**config.mk**
```make
export PLATFORM = sky130hd
export DESIGN_NAME = mac_array_ctrl
export DESIGN_NICKNAME = d
export VERILOG_FILES = /design/src/rtl/mac_array_pkg.sv /design/src/rtl/mac_array_ctrl_inst_skew.sv /design/src/rtl/mac_array_ctrl.sv
export SDC_FILE = /design/constraint.sdc
export NUM_CORES = 1
export LEC_CHECK = 0
export ABC_AREA = 1
export BUFFER_PORTS_ARGS = -buffer_cell sky130_fd_sc_hd__buf_2
export CAP_MARGIN = 5
export CORE_ASPECT_RATIO = 1.5
export CORE_MARGIN = 5
export CORE_UTILIZATION = 48
export DETAILED_ROUTE_END_ITERATION = 16
export HOLD_SLACK_MARGIN = 0.05
export PLACE_DENSITY = 0.71
export SLEW_MARGIN = 10
export SYNTH_ARGS = -nofsm -noshare
export SYNTH_HDL_FRONTEND = slang
export SYNTH_SLANG_ARGS = --single-unit
```
**constraint.sdc**
```tcl
create_clock -name clk -period 1.3 [get_ports clk]
set_clock_uncertainty 0.2 [all_clocks]
set_input_delay 0.065 -clock clk [delete_from_list [all_inputs] [get_ports clk]]
set_output_delay 0.065 -clock clk [all_outputs]
set_load 0.01 [all_outputs]
```
**src/rtl/mac_array_pkg.sv**
```systemverilog
// Shared definitions for the MAC array sequencer: FSM state encoding,
// per-row instruction codes and the bit positions inside an instruction.
package mac_array_pkg;

    typedef enum logic [2:0] {
        S_IDLE  = 3'd0,
        S_LOAD  = 3'd1,
        S_GAP   = 3'd2,
        S_EXEC  = 3'd3,
        S_DRAIN = 3'd4,
        S_DONE  = 3'd5
    } state_t;

    localparam logic [1:0] INST_IDLE = 2'b00;
    localparam logic [1:0] INST_LOAD = 2'b01;
    localparam logic [1:0] INST_EXEC = 2'b10;

    localparam int EXEC_BIT = 1;
    localparam int LOAD_BIT = 0;

    // Base (row 0, undelayed) instruction for a given phase. 2'b11 is
    // unreachable because only LOAD and EXEC set a bit, and never together.
    function automatic logic [1:0] base_inst(input state_t s);
        logic [1:0] inst;
        inst = INST_IDLE;
        case (s)
            S_LOAD:  inst = INST_LOAD;
            S_EXEC:  inst = INST_EXEC;
            default: inst = INST_IDLE;
        endcase
        return inst;
    endfunction

endpackage

```
**src/rtl/mac_array_ctrl_inst_skew.sv**
```systemverilog
// Diagonal skew line for the array's west edge. Stage 0 is one register
// behind the base instruction (matching L0 read latency) and feeds row 0;
// each further stage adds one cycle and feeds the next row.
module inst_skew
    import mac_array_pkg::*;
#(
    parameter int stages = 8
) (
    input  logic                  clk,
    input  logic                  reset,
    input  logic [1:0]            din,
    output logic [2*stages-1:0]   taps
);

    logic [1:0] pipe [stages];

    // Shift the base instruction down the rows; reset empties the whole line.
    always_ff @(posedge clk) begin
        if (reset) begin
            for (int i = 0; i < stages; i++) begin
                pipe[i] <= INST_IDLE;
            end
        end else begin
            pipe[0] <= din;
            for (int i = 1; i < stages; i++) begin
                pipe[i] <= pipe[i-1];
            end
        end
    end

    genvar g;
    generate
        for (g = 0; g < stages; g++) begin : g_tap
            assign taps[2*g +: 2] = pipe[g];
        end
    endgenerate

endmodule

```
**src/rtl/mac_array_ctrl.sv**
```systemverilog
// Job sequencer for the systolic MAC array: kernel load, a one-cycle gap,
// activation execution and a drain long enough to empty the skew line and
// let the last partial sum leave the south edge. Outputs are registered.
//
// Handshake: start is a single-cycle request with no ready; it is accepted
// only when the FSM is in IDLE (n_act captured on that same edge) and is
// silently dropped in every other state. done is a one-cycle pulse and busy
// covers LOAD through DONE inclusive.
module mac_array_ctrl
    import mac_array_pkg::*;
#(
    parameter int row    = 8,
    parameter int col    = 8,
    parameter int cnt_bw = 8
) (
    input  logic                 clk,
    input  logic                 reset,
    input  logic                 start,
    input  logic [cnt_bw-1:0]    n_act,
    output logic                 l0_rd,
    output logic [2*row-1:0]     inst_w,
    output logic                 busy,
    output logic                 done,
    output state_t               fsm_state
);

    localparam logic [cnt_bw-1:0] LOAD_LEN  = cnt_bw'(col);
    localparam logic [cnt_bw-1:0] DRAIN_LEN = cnt_bw'(row + col + 1);
    localparam logic [cnt_bw-1:0] CNT_LAST  = cnt_bw'(1);

    state_t            state;
    logic [cnt_bw-1:0] cnt;
    logic [cnt_bw-1:0] n_act_q;
    logic [1:0]        base;

    assign fsm_state = state;
    assign base      = base_inst(state);

    // Phase sequencing: counters reload on entry to a timed phase and count
    // down to 1; l0_rd/busy/done are set on the transition into each state.
    always_ff @(posedge clk) begin
        if (reset) begin
            state   <= S_IDLE;
            cnt     <= '0;
            n_act_q <= '0;
            l0_rd   <= 1'b0;
            busy    <= 1'b0;
            done    <= 1'b0;
        end else begin
            case (state)
                S_IDLE: begin
                    if (start) begin
                        state   <= S_LOAD;
                        n_act_q <= n_act;
                        cnt     <= LOAD_LEN;
                        l0_rd   <= 1'b1;
                        busy    <= 1'b1;
                    end
                end
                S_LOAD: begin
                    if (cnt == CNT_LAST) begin
                        state <= S_GAP;
                        cnt   <= '0;
                        l0_rd <= 1'b0;
                    end else begin
                        cnt <= cnt - CNT_LAST;
                    end
                end
                S_GAP: begin
                    if (n_act_q == '0) begin
                        state <= S_DRAIN;
                        cnt   <= DRAIN_LEN;
                    end else begin
                        state <= S_EXEC;
                        cnt   <= n_act_q;
                        l0_rd <= 1'b1;
                    end
                end
                S_EXEC: begin
                    if (cnt == CNT_LAST) begin
                        state <= S_DRAIN;
                        cnt   <= DRAIN_LEN;
                        l0_rd <= 1'b0;
                    end else begin
                        cnt <= cnt - CNT_LAST;
                    end
                end
                S_DRAIN: begin
                    if (cnt == CNT_LAST) begin
                        state <= S_DONE;
                        cnt   <= '0;
                        done  <= 1'b1;
                    end else begin
                        cnt <= cnt - CNT_LAST;
                    end
                end
                S_DONE: begin
                    state <= S_IDLE;
                    done  <= 1'b0;
                    busy  <= 1'b0;
                end
                default: begin
                    state <= S_IDLE;
                    cnt   <= '0;
                    l0_rd <= 1'b0;
                    busy  <= 1'b0;
                    done  <= 1'b0;
                end
            endcase
        end
    end

    inst_skew #(
        .stages (row)
    ) u_inst_skew (
        .clk   (clk),
        .reset (reset),
        .din   (base),
        .taps  (inst_w)
    );

endmodule
```
* Word level (Yosys, flattened, before mapping)
Memory sizes are Yosys's and may differ from the RTL's.
Cells that the tools add are included.
** Operators by class
- $add $sub $neg :: 1
- Multiplexer cells :: 30
- Eq/ne operators :: 12
- Reductions and logical operators :: 13
- Bitwise logic cells :: 12
** Operators with widths (count)
- $pmux W8 S5 :: 1
- $mux W8 :: 4
- $mux W2 :: 8
- $mux W3 :: 5
- $pmux W3 S5 :: 1
- $ne A2 B2 Y1 const B :: 5
- $eq A8 B1 Y1 const B :: 1
- $logic_not A8 Y1 :: 1
- $or A1 B1 Y1 :: 8
- $reduce_and A2 Y1 :: 4
- $reduce_and A4 Y1 :: 2
- $reduce_or A4 Y1 :: 2
- $sub A8 B1 Y8 const B :: 1
- $mux W1 :: 7
- $eq A3 B2 Y1 const B :: 2
- $eq A3 B3 Y1 const B :: 2
- $reduce_or A2 Y1 :: 3
- $not A1 Y1 :: 4
- $pmux W1 S2 :: 2
- $pmux W1 S4 :: 1
- $pmux W2 S2 :: 1
- $eq A3 B1 Y1 const B :: 1
- $logic_not A3 Y1 :: 1
- $ne A2 B1 Y1 const B :: 1
** Word-level totals
- Memory bits (writable) :: 16
- Output and inout bits :: 22
- Memories kept :: 1
- Register bits :: 22
- Input port bits :: 11
** Memory list
- u_inst_skew.pipe :: depth 8, width 2, rd ports 8, clocked after Yosys merged registers in 0, wr ports 8, RTL line mac_array_ctrl_inst_skew.sv:15 : logic [1:0] pipe [stages];

* Longest topological paths before layout
Gate-level depths: netlist of run 1.
- Word-level depth :: 4
- Mapped depth :: 11
- Depth with buffers taken out :: 11

* Modules after synthesis
A second synthesis of run 1 with hierarchy kept.
** Second synthesis, totals
- Cell total of the unflattened synthesis :: 248
- Area, all modules :: 1831.8 sq um
** Modules (own cells, without submodules)
- mac_array_ctrl :: seq. area each 440.4 sq um, cells an instance 198, area an instance 1357.6 sq um, instances 1
- inst_skew :: seq. area each 320.3 sq um, cells an instance 50, area an instance 474.2 sq um, instances 1

* Least setup slack after synthesis of run 1
Ideal clock, no wire load.
- Path kind :: register to register
- Start :: register state[2], in the netlist fsm_state[2]
- End :: register cnt[0]
- Slack :: -181 ps
- Data required time :: 990 ps
- Arrival time :: 1172 ps
- Path buffers :: 0
- Period minus slack after synthesis :: 1481 ps
- Cell stages (with the launch flop) :: 10
- Cells stage by stage :: dfxtp_1 > inv_2 > o21ai_2 > inv_1 > nand2_1 > nand2_1 > nand2_1 > nand3_1 > nand2_1 > inv_1
** Between the ends
- Longest elaborated chain between the ends :: 3
- Elaborated cells on any way between the ends :: 11
** Ends and longest elaborated chain
- from (decl) :: RTL line mac_array_ctrl.sv:31 : state_t state;
- from (signal assigned) :: RTL line mac_array_ctrl.sv:43 : state <= S_IDLE;
- from (signal assigned) :: RTL line mac_array_ctrl.sv:53 : state <= S_LOAD;
- from (signal assigned) :: RTL line mac_array_ctrl.sv:62 : state <= S_GAP;
- $eq A3 B3 Y1, or another cell as far along :: RTL line mac_array_ctrl.sv:50 : case (state)
- $reduce_or A2 Y1 (no source line), or another cell as far along
- $pmux W8 S5 / $reduce_and A2 Y1 (equally long branches)
- to (signal assigned) :: RTL line mac_array_ctrl.sv:66 : cnt <= cnt - CNT_LAST;
- to (signal assigned) :: RTL line mac_array_ctrl.sv:75 : cnt <= n_act_q;
- to (signal assigned) :: RTL line mac_array_ctrl.sv:85 : cnt <= cnt - CNT_LAST;
- to (decl) :: RTL line mac_array_ctrl.sv:32 : logic [cnt_bw-1:0] cnt;
Several ways; a longest one is shown, not always the timed one.
A chain may end at the register's enable or synchronous reset.

* Worst setup path after layout of run 1
- Start :: register cnt[1]
- End :: register state[0], in the netlist fsm_state[0]
** Between the ends
- Longest elaborated chain between the ends :: 3
- Elaborated cells on any way between the ends :: 5
** Ends and longest elaborated chain
- $eq A8 B1 Y1 * :: RTL line mac_array_ctrl.sv:61, mac_array_ctrl.sv:80, mac_array_ctrl.sv:89
- $ne A2 B2 Y1 (no source line)
- $reduce_and A4 Y1 (no source line) *
- to (signal assigned) :: RTL line mac_array_ctrl.sv:62
- to (signal assigned) :: RTL line mac_array_ctrl.sv:81 : state <= S_DRAIN;
- to (signal assigned) :: RTL line mac_array_ctrl.sv:90 : state <= S_DONE;
Mark *: on every way between the ends. The rest lies on a longest branch, timed or not.

==> results of run 1 <==
-- synthesized netlist by cell type --
library cell / n
a21oi_1: 10
clkbuf_1: 4
clkinv_2: 1
dfxtp_1: 38
ha_1: 2
inv_1: 40
inv_2: 2
nand2_1: 46
nand3_1: 14
nand4_1: 2
nor2_1: 48
nor2_2: 3
nor2_4: 5
nor3_1: 2
o21ai_0: 14
o21ai_1: 3
o21ai_2: 2
o21bai_1: 1
o22ai_1: 1
xor2_1: 1
-- cell type report --
cell class,instances,share of cell area (%)
multi-input cells,154,35.2
flip-flops and latches,38,31.5
repair buffers,73,20.2
inverters,43,7.01
clock buffers,6,3.33
well taps,42,2.12
clock inverters,2,0.655
-- routing by layer --
layer / wire [um] / vias up
met5: 0 / -
met4: 124 / 0
met1: 1600 / 792
li1: - / 882
met2: 2340 / 39
met3: 166 / 11
-- how the worst max path moves through the flow --
stage / to / start / cells past startpoint
floorplan: cnt[0]$_SDFFE_PP0P_ / cnt[5]$_SDFFE_PP0P_ / 10
global placement: cnt[4]$_SDFFE_PP0P_ / cnt[2]$_SDFFE_PP0P_ / 10
detailed placement: cnt[2]$_SDFFE_PP0P_ / cnt[5]$_SDFFE_PP0P_ / 8
CTS: cnt[2]$_SDFFE_PP0P_ / cnt[1]$_SDFFE_PP0P_ / 9
global route: cnt[0]$_SDFFE_PP0P_ / cnt[1]$_SDFFE_PP0P_ / 11
finish: fsm_state[0]$_SDFFE_PP0P_ / cnt[1]$_SDFFE_PP0P_ / 8
-- worst max-delay path, stage by stage, from the launching register on --
cell and delay, ns:
dfxtp_2 0.33, inv_2 0.07, ha_4 0.12, nand2_2 0.06, nor2_4 0.18, nor2_4 0.10
nor2_4 0.17, o21ai_2 0.08, a21oi_1 0.13
-- power groups by stage --
| stage | combinational (mW) | sequential, mW | clock, mW |
|---|---|---|---|
| after global placement | 2.52 | 1.67 | 0 |
| final | 3.06 | 1.67 | 0.859 |
| after floorplan | 1.57 | 1.73 | 0 |
| after CTS | 2.81 | 1.66 | 0.877 |
| after global routing | 3.36 | 1.71 | 0.938 |
| after detailed placement | 2.55 | 1.68 | 0 |
-- cells by family after synthesis --
group	count (synthesis)
flip-flops	38
buffers and inverters	47
adder cells (fa/ha/maj)	2
AND/OR/NAND/NOR	120
XOR/XNOR	1
AO/OA/AOI/OAI	31
-- flip-flops by register name, summed over array words and instances (netlist names) --
register          flops
u_inst_skew.pipe     16
cnt                   8
n_act_q               8
fsm_state             3
busy                  1
done                  1
l0_rd                 1
-- timing repair --
action | in CTS | in global routing
setup buffers | 4 | 0
endpoints found under the hold margin | 34 | 0
pin swaps | 8 | 13
endpoints found under the setup margin | 21 | 23
resized for setup | 13 | 21
hold buffers | 9 | 0
==> impl_results.md, run 1 <==
- Outcome: finished, violations left
- Failing checks: setup timing
- Pwr Total: 5.60 mW
- Fillers: 272
- Switching pwr: 2.32 mW
- Max Fclk: 0.654 GHz
- Worst R2R End: fsm_state[0]$_SDFFE_PP0P_
- Cell Area, Synth: 1660 um^2
- I/O Buffers: 32
- Die ar.: 4760 um^2
- Area Growth Syn to Fin: 49.6%
- Setup TNS: -3.28 ns
- Met2 Resource Use GR: 38.0%
- Register area share after synthesis: 45.9%
- Xor-xnor portion of the synthesized cell area: 0.528%
- Simple-gate share of the synthesized area: 31.4%
- Min-Delay Endpoint: busy$_SDFFE_PP0P_
- Req. time, crit path: 1.32 ns
- Clk sinks: 38
- Sequential power share: 29.9%
- Met1 demand-to-capacity share in global routing: 19.4%
- RSZ-0062 raised after global routing: yes
- R2r worst-path depth: 8
- Via count: 1724
- Measured slew at the worst slew-check pin: 0.424 ns
- Vias in the first global route: 1706
- Core region area: 3380 um^2
- Most frequent cells in the layout: nor2_1 (44), nand2_1 (37), inv_1 (36)
- PwrDens: 2250 nW/um^2
- Synth warn: 0
- Hold_ws: 0.0636 ns
- Max-slew violations: 0
- Yosys top cell area share: 45.9%
- Endpoints failing hold: 0
- # diodes: 0
- Fin nets: 328
- Largest net degree at the start of global routing: 25
- DR pass1 iterations: 6
- Starting DRT DRC Count: 50
- Max FO, Critical Path: 7
- I/O Pins: 33
- Layout cells sized above 1: 38.6%
- FF+latch area: 781 um^2
- Num CTS Buffers: 5
- RePlAce Congestion: 0.855
- Min-Delay Path Class: in2reg
- Synth Register Bits: 38
- Final Cell Area: 2480 um^2
- Avg Cell Area, Syn: 6.94 um^2
- Yosys top cell by area: dfxtp_1
- Mapped Nets: 252
- CP Data Arrival Time: 1.55 ns
- HP Start: start
- Synth cell types: 20
- Worst vdd ir: 1.49 mV
- Total track usage: 19.7%
- First-pass GRT wire length: 7.14 mm
- Remaining DRCs: 0
- Final min period: 1.53 ns
- Clk pwr share: 15.4%
- Vias/cell: 4.82
- Combinational cell fraction of total power: 54.7%
- Origin of the critical flop-to-flop path: cnt[1]$_SDFFE_PP0P_
- Post-synthesis adder-cell area fraction: 1.51%
- Post-synthesis mux area share: 0%
- DP Wirelength: 3.06 mm
- Post-DP Area: 2150 um^2
- Final wirelength: 4.24 mm
- Compound-Gate Fraction of Synth Area: 10.0%
- Chip Height: 82.0 um
- Clk buf depth: 2
- Total grt overflow: 0
- Root buf cell: clkbuf_8
- Placed cell count: 337
- Tcrit/Tclk final: 118%
- Finished Core Util: 73.4%
- Initial antenna violation count: 0
- Die X: 58.0 um
- Pleak: 1.22 nW
- Grt met3 use: 4.09%
- H-tree Lvls: 2
- PnR worst setup slack: -0.230 ns
- Reg2Reg Setup Slack: -0.23 ns
- Setup CP Type: reg2reg
- Switching Share: 41.4%
- Startpoint types: flip-flop
- Synth Instances: 239
- CTS tree: built
- Max-cap violations: 0
- Post-route ant nets: 0
- Top post-synthesis cells by area: dfxtp_1 (46%), nor2_1 (11%), nand2_1 (10%)
- Initial Util: 49.0%
- Worst-path clk slew: 0.08 ns
- Final setup violation count: 21
- Routed length per placed instance: 11.8 um
- Worst Hold Path Cells: 5
- Worst setup EP type: flip-flop
- Std-Cell Rows: 26
- Grt peak-use layer: met2
- Combinational family with the most area after synthesis: simple AND/OR/NAND/NOR gates
- Pint: 3.28 mW
- Clock Latency Late Sink: 0.29 ns
- Area of the multi-input gates: 875 um^2
- Pre-CTS setup slack: -0.194 ns
- Most common cell after layout, fill and taps aside: nor2_1
- Normalized max-slew margin: 71.7%
- Final std cells w/o fill: 358
Power figures use the tool's default switching activity.
==> run 2: changes to the inputs <==
--- a/config.mk
+++ b/config.mk
@@ -18,3 +18,4 @@
 export SYNTH_ARGS = -nofsm -noshare
 export SYNTH_HDL_FRONTEND = slang
 export SYNTH_SLANG_ARGS = --single-unit
+export TNS_END_PERCENT = 5
==> run 2 against run 1 <==
The flow still finishes with violations (setup timing). Core utilization is 2.8 points lower. Setup slack worse by 0.029 ns. Routed wire length decreased by 4.2%. Largest power group unchanged. Global-route usage grew 0.22 points. Largest cell class unchanged.
==> impl_results.md, run 2 (synthesis results as in run 1) <==
- Initial Util: 49.0% (unchanged)
- Worst-path clk slew: 0.08 ns (about the same)
- Core region area: 3380 um^2 (unchanged)
- Setup CP Type: reg2reg
- PwrDens: 2170 nW/um^2 (-3.6%)
- Total grt overflow: 0 (unchanged)
- Total track usage: 19.9% (+0.22 points)
- Normalized max-slew margin: 73.1% (+1.5 points)
- R2r worst-path depth: 9 (+1)
- Endpoints failing hold: 0 (unchanged)
- Die ar.: 4760 um^2 (unchanged)
- Fin nets: 329 (+0.30%)
- Clk sinks: 38 (unchanged)
- Clk buf depth: 2 (unchanged)
- Worst vdd ir: 1.48 mV (-0.49%)
- CP Capture Point: fsm_state[1]$_SDFFE_PP0P_
- I/O Pins: 33 (unchanged)
- Max-cap violations: 0 (unchanged)
- Startpoint types: flip-flop
- Max reg flops: 16 (unchanged)
- Initial antenna violation count: 0 (unchanged)
- Starting DRT DRC Count: 45 (-10%)
- Max-slew violations: 0 (unchanged)
- RePlAce Congestion: 0.809 (-5.4%)
- Reg2Reg Setup Slack: -0.26 ns (-0.03 ns)
- Most common cell after layout, fill and taps aside: nor2_1
- Worst R2R End: fsm_state[1]$_SDFFE_PP0P_
- Via count: 1660 (-3.7%)
- Num CTS Buffers: 5 (unchanged)
- Remaining DRCs: 0 (unchanged)
- Pwr Total: 5.19 mW (-7.3%)
- Die X: 58.0 um (unchanged)
- Most frequent cells in the layout: nor2_1 (42), nand2_1 (41), inv_1 (37)
- CTS tree: built
- Post-route ant nets: 0 (unchanged)
- Switching pwr: 2.10 mW (-9.5%)
- Outcome: finished, violations left
- Area Growth Syn to Fin: 43.8%
- # diodes: 0 (unchanged)
- Fillers: 300 (+10%)
- Max FO, Critical Path: 5 (-2)
- Routed length per placed instance: 11.3 um (-4.5%)
- RSZ-0062 raised after global routing: yes
- First-pass GRT wire length: 7.20 mm (+0.87%)
- Vias in the first global route: 1685 (-1.2%)
- Chip Height: 82.0 um (unchanged)
- Clk pwr share: 16.2% (+0.8 points)
- Combinational cell fraction of total power: 52.0% (-2.7 points)
- Largest Register: u_inst_skew.pipe
- Pleak: 1.20 nW (-1.9%)
- Min-Delay Path Class: in2reg
- DP Wirelength: 3.04 mm (-0.70%)
- Pint: 3.09 mW (-5.8%)
- Crit path from: cnt[1]$_SDFFE_PP0P_
- Tcrit/Tclk final: 120% (+2.3 points)
- PnR worst setup slack: -0.259 ns (-0.0293 ns)
- Sequential power share: 31.9% (+2.0 points)
- Top flop regs: u_inst_skew.pipe (16), cnt (8), n_act_q (8)
- I/O Buffers: 32 (unchanged)
- Max Fclk: 0.641 GHz (-1.9%)
- Worst setup EP type: flip-flop
- Req. time, crit path: 1.27 ns (-0.05 ns)
- Measured slew at the worst slew-check pin: 0.402 ns (-0.0218 ns)
- Post-DP Area: 2150 um^2 (+0.23%)
- Largest net degree at the start of global routing: 25 (unchanged)
- Final min period: 1.56 ns (+0.0293 ns)
- H-tree Lvls: 2 (unchanged)
- Failing checks: setup timing
- CP Data Arrival Time: 1.53 ns (-0.02 ns)
- Layout cells sized above 1: 34.7% (-3.9 points)
- Finished Core Util: 70.5% (-2.8 points)
- Final wirelength: 4.06 mm (-4.2%)
- Final setup violation count: 21 (unchanged)
- Final Cell Area: 2390 um^2 (-3.9%)
- Clock Latency Late Sink: 0.29 ns (about the same)
- Root buf cell: clkbuf_8
- Switching Share: 40.4% (-0.97 points)
- Origin of the critical flop-to-flop path: cnt[1]$_SDFFE_PP0P_
- DR pass1 iterations: 4 (-2)
- Vias/cell: 4.62 (-4.0%)
- Std-Cell Rows: 26 (unchanged)
- Pre-CTS setup slack: -0.176 ns (+0.0186 ns)
-- run 2: changes by cell type in the layout (fill, tap and decap cells not counted), moves of 3 or more --
| cell | previous run | this run |
|---|---|---|
| nor2_4 | 11 | 8 |
| nand2_2 | 8 | 5 |
| nand3_1 | 9 | 13 |
| nand3_2 | 5 | 1 |
| buf_6 | 3 | 0 |
| inv_4 | 1 | 4 |
| nand2_1 | 37 | 41 |
| nor2_2 | 1 | 6 |
| buf_4 | 29 | 33 |
-- run 2: final cells by class --
type	instances	area, um^2	share of cell area, %
Inverter	43	169	7.08
Tap cell	42	52.6	2.20
Clock inverter	2	11.3	0.472
Sequential cell	38	774	32.5
Clock buffer	6	82.6	3.46
Multi-Input combinational cell	154	798	33.5
Timing Repair Buffer	74	498	20.9
-- run 2: worst min path at each step --
stage	from	endpoint	slack, ns	cells past startpoint
6_report	start	n_act_q[1]$_SDFFE_PP0P_	0.09	5
3_5_place_dp	n_act[6]	n_act_q[6]$_SDFFE_PP0P_	0.10	3
3_3_place_gp	n_act[7]	n_act_q[7]$_SDFFE_PP0P_	0.09	3
4_1_cts	start	n_act_q[2]$_SDFFE_PP0P_	0.07	5
2_1_floorplan	n_act[0]	n_act_q[0]$_SDFFE_PP0P_	-0.0001	2
5_1_grt	start	n_act_q[2]$_SDFFE_PP0P_	0.12	5
-- run 2: per-stage QoR --
| stage | setup TNS, ns | std cells | hold WS (ns) |
|---|---|---|---|
| floorplan | -0.357 | 239 | -0.0000988 |
| global placement | -1.97 | 338 | 0.0920 |
| detailed placement | -2.59 | 338 | 0.105 |
| CTS | -2.65 | 355 | 0.0687 |
| global route | -5.12 | 359 | 0.125 |
| finish | -2.83 | 359 | 0.0891 |
-- run 2: per-layer routing --
metal  wire [um]  part of all wire [%]  track usage, %
met1        1630                    40            20.7
met4         133                   3.3            11.6
met2        2170                    53            36.3
met3         132                   3.3            4.09
met5           0                     0               0
-- run 2: what timing repair did --
| action | CTS | global route |
|---|---|---|
| endpoints found under the hold margin | 34 | 0 |
| endpoints found under the setup margin | 22 | 22 |
| setup buffers | 0 | 4 |
| hold buffers | 9 | 0 |
| resized for setup | 3 | 6 |
| pin swaps | 1 | 4 |
-- run 2: critical path, stage by stage (launching register included) --
cell and delay (ns):
dfxtp_2 0.33, inv_2 0.08, ha_4 0.12, nand2_2 0.06, nor2_4 0.20, inv_2 0.07
buf_4 0.13, buf_4 0.12, nand3_1 0.06, a21oi_1 0.06
-- run 2: power groups by stage --
stage / combinational, mW / clock (mW) / sequential [mW]
6_report: 2.70 / 0.839 / 1.65
5_1_grt: 3.08 / 0.912 / 1.69
4_1_cts: 2.59 / 0.859 / 1.66
3_5_place_dp: 2.55 / 0 / 1.68
3_3_place_gp: 2.52 / 0 / 1.67
2_1_floorplan: 1.57 / 0 / 1.73
